$ cat src/rtl/morse_pkg.sv
// -----------------------------------------------------------------------------
// morse_pkg
// Shared definitions for the Morse keyer front end and the downstream letter
// decoder.
//   - dotdash encodings: DD_NONE, DD_DOT, DD_DASH
//   - keyer_state_e    : keyer FSM state encoding
//   - TICK_W / TICK_MAX: width and saturation value of tick counters
//   - sat_inc          : saturating tick-counter increment
//   - cnt_width        : counter width able to hold 0..n-1 (minimum 1 bit)
// -----------------------------------------------------------------------------
package morse_pkg;

  localparam int TICK_W = 10;
  localparam logic [TICK_W-1:0] TICK_MAX = 10'd1023;

  localparam logic [1:0] DD_NONE = 2'b00;
  localparam logic [1:0] DD_DOT  = 2'b10;
  localparam logic [1:0] DD_DASH = 2'b01;

  typedef enum logic [1:0] {
    ST_IDLE  = 2'b00,
    ST_PRESS = 2'b01,
    ST_GAP   = 2'b10
  } keyer_state_e;

  // Increment that sticks at TICK_MAX instead of wrapping to zero.
  function automatic logic [TICK_W-1:0] sat_inc(input logic [TICK_W-1:0] v);
    logic [TICK_W-1:0] r;
    if (v == TICK_MAX) begin
      r = v;
    end else begin
      r = v + 10'd1;
    end
    return r;
  endfunction

  // Bits needed to count 0..n-1, never less than one bit.
  function automatic int cnt_width(input int n);
    int r;
    if (n > 1) begin
      r = $clog2(n);
    end else begin
      r = 1;
    end
    return r;
  endfunction

endpackage

$ cat src/rtl/morse_debounce.sv
// -----------------------------------------------------------------------------
// morse_debounce
// Two-flop synchroniser followed by a stability-counter debouncer for the raw
// active-low key. key_db only changes after the synchronised level has differed
// from it for DEBOUNCE_CYCLES consecutive cycles.
// Ports:
//   clock50 : system clock
//   reset   : asynchronous active-low reset
//   in      : raw key (0 = pressed), asynchronous to clock50
//   key_db  : debounced key level (0 = pressed), resets to released
// -----------------------------------------------------------------------------
module morse_debounce
  import morse_pkg::*;
#(
  parameter int DEBOUNCE_CYCLES = 500000
) (
  input  logic clock50,
  input  logic reset,
  input  logic in,
  output logic key_db
);

  localparam int CW = cnt_width(DEBOUNCE_CYCLES);
  localparam logic [CW-1:0] CNT_LAST = CW'(DEBOUNCE_CYCLES - 1);
  localparam logic [CW-1:0] CNT_ZERO = {CW{1'b0}};
  localparam logic [CW-1:0] CNT_ONE  = CW'(1);

  logic          sync1_q, sync1_d;
  logic          sync2_q, sync2_d;
  logic          key_db_q, key_db_d;
  logic [CW-1:0] cnt_q, cnt_d;

  // Next-state for synchroniser and stability counter.
  always_comb begin
    sync1_d  = in;
    sync2_d  = sync1_q;
    key_db_d = key_db_q;
    cnt_d    = cnt_q;
    if (sync2_q == key_db_q) begin
      cnt_d = CNT_ZERO;
    end else if (cnt_q == CNT_LAST) begin
      // Level has been different long enough: accept it.
      key_db_d = sync2_q;
      cnt_d    = CNT_ZERO;
    end else begin
      cnt_d = cnt_q + CNT_ONE;
    end
  end

  // State registers; the key resets to the released level.
  always_ff @(posedge clock50 or negedge reset) begin
    if (!reset) begin
      sync1_q  <= 1'b1;
      sync2_q  <= 1'b1;
      key_db_q <= 1'b1;
      cnt_q    <= CNT_ZERO;
    end else begin
      sync1_q  <= sync1_d;
      sync2_q  <= sync2_d;
      key_db_q <= key_db_d;
      cnt_q    <= cnt_d;
    end
  end

  assign key_db = key_db_q;

endmodule

$ cat src/rtl/morse_keyer.sv
// -----------------------------------------------------------------------------
// morse_keyer
// Front end of the Morse decoder: debounces the key, times each press in
// prescaled ticks and classifies it as a dot or dash.
// Optional feature macro: MORSE_LETTER_GAP_EN adds the GAP state, the gap tick
// counter and the letter_end strobe; without it a symbol returns to IDLE and
// letter_end is tied low (GAP_TICKS is then unused).
// Ports:
//   clock50     : system clock
//   reset       : asynchronous active-low reset
//   in          : raw key, active-low, asynchronous
//   sym_valid   : one-cycle strobe, symbol classified
//   sym         : 0 = dot, 1 = dash (qualified by sym_valid)
//   dotdash     : last symbol held (10 dot, 01 dash, 00 none)
//   pressing    : debounced key is down
//   press_ticks : ticks of the current/last press, saturating at 1023
//   letter_end  : one-cycle strobe, inter-letter gap elapsed
// -----------------------------------------------------------------------------
module morse_keyer
  import morse_pkg::*;
#(
  parameter int DIVIDE          = 6250000,
  parameter int DEBOUNCE_CYCLES = 500000,
  parameter int DASH_TICKS      = 5,
  parameter int GAP_TICKS       = 10
) (
  input  logic              clock50,
  input  logic              reset,
  input  logic              in,
  output logic              sym_valid,
  output logic              sym,
  output logic [1:0]        dotdash,
  output logic              pressing,
  output logic [TICK_W-1:0] press_ticks,
  output logic              letter_end
);

  localparam int PW = cnt_width(DIVIDE);
  localparam logic [PW-1:0] PRESC_LAST = PW'(DIVIDE - 1);
  localparam logic [PW-1:0] PRESC_ZERO = {PW{1'b0}};
  localparam logic [PW-1:0] PRESC_ONE  = PW'(1);
  localparam logic [TICK_W-1:0] DASH_LIMIT = TICK_W'(DASH_TICKS);

  logic key_db;

  morse_debounce #(
    .DEBOUNCE_CYCLES(DEBOUNCE_CYCLES)
  ) u_debounce (
    .clock50(clock50),
    .reset  (reset),
    .in     (in),
    .key_db (key_db)
  );

  logic              key_prev_q, key_prev_d;
  logic [PW-1:0]     presc_q, presc_d;
  keyer_state_e      state_q, state_d;
  keyer_state_e      ret_q, ret_d;
  logic [TICK_W-1:0] press_ticks_q, press_ticks_d;
  logic              sym_valid_q, sym_valid_d;
  logic              sym_q, sym_d;
  logic [1:0]        dotdash_q, dotdash_d;
  logic              pressing_q, pressing_d;
  logic              press_edge, release_edge, tick;
  logic [TICK_W-1:0] ticks_inc;
  logic              is_dash;
`ifdef MORSE_LETTER_GAP_EN
  localparam logic [TICK_W-1:0] GAP_LIMIT = TICK_W'(GAP_TICKS);
  logic [TICK_W-1:0] gap_ticks_q, gap_ticks_d;
  logic              letter_end_q, letter_end_d;
`endif

  // Debounced edges and prescaler; the prescaler restarts on every edge so the
  // first tick always lands a full DIVIDE period after it.
  always_comb begin
    key_prev_d   = key_db;
    press_edge   = key_prev_q & ~key_db;
    release_edge = ~key_prev_q & key_db;
    tick         = (presc_q == PRESC_LAST);
    if (press_edge || release_edge || tick) begin
      presc_d = PRESC_ZERO;
    end else begin
      presc_d = presc_q + PRESC_ONE;
    end
  end

  // Keyer FSM next-state and registered-output values.
  always_comb begin
    state_d       = state_q;
    ret_d         = ret_q;
    press_ticks_d = press_ticks_q;
    sym_valid_d   = 1'b0;
    sym_d         = 1'b0;
    dotdash_d     = dotdash_q;
    pressing_d    = ~key_db;
    // A tick coinciding with release is counted before classification.
    if (tick) begin
      ticks_inc = sat_inc(press_ticks_q);
    end else begin
      ticks_inc = press_ticks_q;
    end
    is_dash = (ticks_inc >= DASH_LIMIT);
`ifdef MORSE_LETTER_GAP_EN
    gap_ticks_d  = gap_ticks_q;
    letter_end_d = 1'b0;
`endif
    case (state_q)
      ST_IDLE: begin
        if (press_edge) begin
          state_d       = ST_PRESS;
          ret_d         = ST_IDLE;
          press_ticks_d = {TICK_W{1'b0}};
        end else begin
          state_d = ST_IDLE;
        end
      end
      ST_PRESS: begin
        press_ticks_d = ticks_inc;
        if (release_edge) begin
          if (ticks_inc == {TICK_W{1'b0}}) begin
            // Too short to be a symbol: resume whatever we were doing.
            state_d = ret_q;
          end else begin
            sym_valid_d = 1'b1;
            sym_d       = is_dash;
            dotdash_d   = is_dash ? DD_DASH : DD_DOT;
`ifdef MORSE_LETTER_GAP_EN
            state_d     = ST_GAP;
            gap_ticks_d = {TICK_W{1'b0}};
`else
            state_d     = ST_IDLE;
`endif
          end
        end else begin
          state_d = ST_PRESS;
        end
      end
`ifdef MORSE_LETTER_GAP_EN
      ST_GAP: begin
        if (press_edge) begin
          state_d       = ST_PRESS;
          ret_d         = ST_GAP;
          press_ticks_d = {TICK_W{1'b0}};
          gap_ticks_d   = {TICK_W{1'b0}};
        end else if (tick) begin
          if ((gap_ticks_q + 10'd1) == GAP_LIMIT) begin
            letter_end_d = 1'b1;
            state_d      = ST_IDLE;
            gap_ticks_d  = {TICK_W{1'b0}};
          end else begin
            gap_ticks_d = gap_ticks_q + 10'd1;
          end
        end else begin
          state_d = ST_GAP;
        end
      end
`endif
      default: begin
        state_d = ST_IDLE;
        ret_d   = ST_IDLE;
      end
    endcase
  end

  // Keyer state and output registers.
  always_ff @(posedge clock50 or negedge reset) begin
    if (!reset) begin
      key_prev_q    <= 1'b1;
      presc_q       <= PRESC_ZERO;
      state_q       <= ST_IDLE;
      ret_q         <= ST_IDLE;
      press_ticks_q <= {TICK_W{1'b0}};
      sym_valid_q   <= 1'b0;
      sym_q         <= 1'b0;
      dotdash_q     <= DD_NONE;
      pressing_q    <= 1'b0;
    end else begin
      key_prev_q    <= key_prev_d;
      presc_q       <= presc_d;
      state_q       <= state_d;
      ret_q         <= ret_d;
      press_ticks_q <= press_ticks_d;
      sym_valid_q   <= sym_valid_d;
      sym_q         <= sym_d;
      dotdash_q     <= dotdash_d;
      pressing_q    <= pressing_d;
    end
  end

`ifdef MORSE_LETTER_GAP_EN
  // Gap counter and letter_end strobe registers.
  always_ff @(posedge clock50 or negedge reset) begin
    if (!reset) begin
      gap_ticks_q  <= {TICK_W{1'b0}};
      letter_end_q <= 1'b0;
    end else begin
      gap_ticks_q  <= gap_ticks_d;
      letter_end_q <= letter_end_d;
    end
  end

  assign letter_end = letter_end_q;
`else
  assign letter_end = 1'b0;
`endif

  assign sym_valid   = sym_valid_q;
  assign sym         = sym_q;
  assign dotdash     = dotdash_q;
  assign pressing    = pressing_q;
  assign press_ticks = press_ticks_q;

endmodule

$ cat config.mk
export PLATFORM = sky130hd
export DESIGN_NAME = morse_keyer
export DESIGN_NICKNAME = d
export VERILOG_FILES = /design/src/rtl/morse_pkg.sv /design/src/rtl/morse_debounce.sv /design/src/rtl/morse_keyer.sv
export SDC_FILE = /design/constraint.sdc
export NUM_CORES = 1
export LEC_CHECK = 0
export CORE_MARGIN = 5
export CORE_UTILIZATION = 64
export DETAILED_ROUTE_END_ITERATION = 16
export GPL_TIMING_DRIVEN = 0
export PLACE_DENSITY_LB_ADDON = 0.2
export SLEW_MARGIN = 5
export SYNTH_ARGS = -nofsm -noshare
export SYNTH_HDL_FRONTEND = slang
export SYNTH_SLANG_ARGS = --single-unit
$ cat constraint.sdc
create_clock -name clock50 -period 3.34 [get_ports clock50]
set_clock_uncertainty 0.15 [all_clocks]
set_input_delay 0.668 -clock clock50 [delete_from_list [all_inputs] [get_ports clock50]]
set_output_delay 0.668 -clock clock50 [all_outputs]
set_load 0.02 [all_outputs]
==> out/metrics.yaml <==
finish:
  multi_input_area_sq_um: 1680
  syn_to_final_growth_pct: 15.1
  n_antenna_cell: 0
  nets: 392
  final_layout_size_suffix_gt1_share_pct: 11.3
  fillers: 376
  utilization_pct: 75.4
  register_area_sq_um: 1560
routing:
  routed_wl_mm: 6.63
  drt_iter0_markers: 133
  first_pass_iters: 4
  vias: 2645
  viasPerCell: 5.76
  route.detailed.drc: 0
  route.antenna.remaining_nets: 0
  wl_per_cell_um: 14.5
synthesis:
  syn_area_sq_um: 3350
  synth.area.top_cells: "dfrtp_1, nor2_1, xor2_1, xnor2_1, nand2_1"
  synth_ff_type: "dfrtp_1"
  netlist_top_cells_count: "nor2_1, dfrtp_1, nand2_1"
  synth-seq-cells: 62
  synth_top_area_share_pct: 43.4
  synth_top_cell_by_area: "dfrtp_1"
  synth_seq_area_share_pct: 46.5
  synth_edf_count: 0
  synthDistinctLibCells: 57
  yosysMostFrequentCell: "nor2_1"
  syn_nets: 362
  syn_inst: 354
  yosys_warnings: 0
  avgSynthCellArea_sq_um: 9.45
  synthArstFlopShare_pct: 100
timing:
  finalHoldViolCount: 0
  hold-worst-slack_ns: 0.127
  fmax_mhz: 393
  slew_viol_final: 0
  fin_crit_sh_pct: 76.1
  rsz0062_at_grt: "false"
  fin_ws_ns: 0.798
  max_slew.worst_pin.slew_ns: 0.699
  period_needed_ns: 2.54
  relSlewSlack_pct: 53.0
  setup_violations: 0
global_route:
  grt_pass1_vias: 2572
  track_usage_pct: 22.7
  grt_remaining_overflow: 0
  grt_max_degree: 24
  antenna_found_initial: 0
  grt_first_pass_wirelength_mm: 11.7
floorplanning:
  io_pins: 19
  initial_core_util_pct: 65.5
  die_x_um: 82.3
  dieHeight_um: 82.3
  num_rows: 26
  die_area_sq_um: 6770
  core_area_sq_um: 5110
outcome:
  status: "finished clean"
run:
  cap_violations: 0
clocking:
  cts_tree: "yes"
  clock_latency_ns: 0.34
  root_buffer: "clkbuf_8"
  cts-hold-fix-buffers: 0
  cts_resized: 0
  postCtsSetupBuffers: 0
  cts_inserted_buffers: 9
  cts_buffer_depth: 2
  clkTransAtPathRegs_ns: 0.07
  cts-htree-levels: 3
  numClockSinks: 62
hold_path:
  hold_class: "in2async"
placement:
  dp_slack_ns: 0.830
  portBuffers: 17
  gp_congestion: 0.891
  dp_hpwl_mm: 4.87
setup_path:
  worstPathArrival_ns: 2.62
  reg2reg_depth: 8
  startpoint_type: "register"
  crit_end: "press_ticks[5]"
  end_kind: "register"
  cp_max_fo: 9
  ff2ff_setup_slack_ns: 0.80
  cp-startpoint: "press_ticks[0]"
  path_class: "reg2reg"
  regToRegStartpoint: "press_ticks[0]"
  reg2reg_to: "press_ticks[5]"
  required_ns: 3.42
power:
  powerDensity_nw_per_um2: 375
  p_leak_nw: 1.61
  vdd_drop_max_mv: 0.272
-- metal layers --
metal | global-route usage (%) | up-vias | share of wire, %
li1 | - | 1295 | -
met1 | 29.2 | 1266 | 44
met2 | 37.3 | 73 | 49
met3 | 5.31 | 11 | 5.6
met4 | 8.64 | 0 | 1.4
met5 | 0 | - | 0
-- layout make-up --
cell class / count / area share (%)
clock inverters: 7 / 1.92
flip-flops and latches: 62 / 40.4
repair buffers: 19 / 5.72
plain buffers: 13 / 2.01
well taps: 70 / 2.27
multi-input cells: 270 / 43.6
clock buffers: 9 / 3.22
inverters: 9 / 0.877
-- registers in the layout, summed over array words and instances, names as in the netlist, 2 cells and up --
name and count:
presc_q 23, dotdash 2, u_debounce.cnt_q 19, press_ticks 10
-- metrics by stage --
| stage | total power [mW] | instance area, sq um | instances | TNS (ns) |
|---|---|---|---|---|
| detailed placement | 0.811 | 3650 | 443 | 0 |
| CTS | 1.46 | 3850 | 459 | 0 |
| global placement | 0.802 | 3600 | 441 | -22.86 |
| floorplan | 0.783 | 3350 | 354 | 0 |
| global route | 1.51 | 3850 | 459 | 0 |
| finish | 1.44 | 3850 | 459 | 0 |
-- power by group --
group,switching (mW),internal (mW),total (mW)
Clock,0.302,0.346,0.648
Combinational,0.0229,0.0128,0.0357
Sequential,0.00351,0.756,0.759
Total,0.328,1.11,1.44
-- worst max-delay path: stages (launching register included) --
cell and delay, ns:
dfrtp_1 0.51, ha_1 0.36, nand3_2 0.23, or3_1 0.44
and4_1 0.21, clkbuf_1 0.20, a31oi_1 0.20, o21ai_1 0.08
o41ai_1 0.06
-- cells by family after synthesis --
logic type	count (synthesis)	share of synthesized area [%]
AOI/OAI and AO/OA	37	7.48
and+or+nand+nor	182	28.7
xor gates and xnor gates	39	10.2
other	1	0.112
adders and majority gates	5	1.87
DFF	62	46.5
buffers and inverters	22	3.33
muxes	6	1.80
-- how the worst min path moves through the flow --
stage / cells past startpoint / to
after floorplan: 0 / u_debounce.sync2_q
after global placement: 0 / u_debounce.sync2_q
after detailed placement: 0 / u_debounce.sync2_q
after CTS: 1 / u_debounce.cnt_q[2]
after global routing: 1 / u_debounce.cnt_q[2]
final: 1 / u_debounce.cnt_q[2]
-- cell usage in the layout (no fill, tap or decap), types with 5 or more instances in the layout --
master and count:
nor2_1 63, ha_1 5, nand4_1 13, a31oi_1 5
xnor2_1 17, o21ai_0 7, xor2_1 22, inv_1 9
dfrtp_1 58, clkbuf_1 7, nand2_1 29, a21oi_1 6
nand3_1 20, mux2i_1 6, clkdlybuf4s50_1 16, nor3_1 10
clkbuf_8 9, and3_1 11
(Power assumes the default switching activity.)
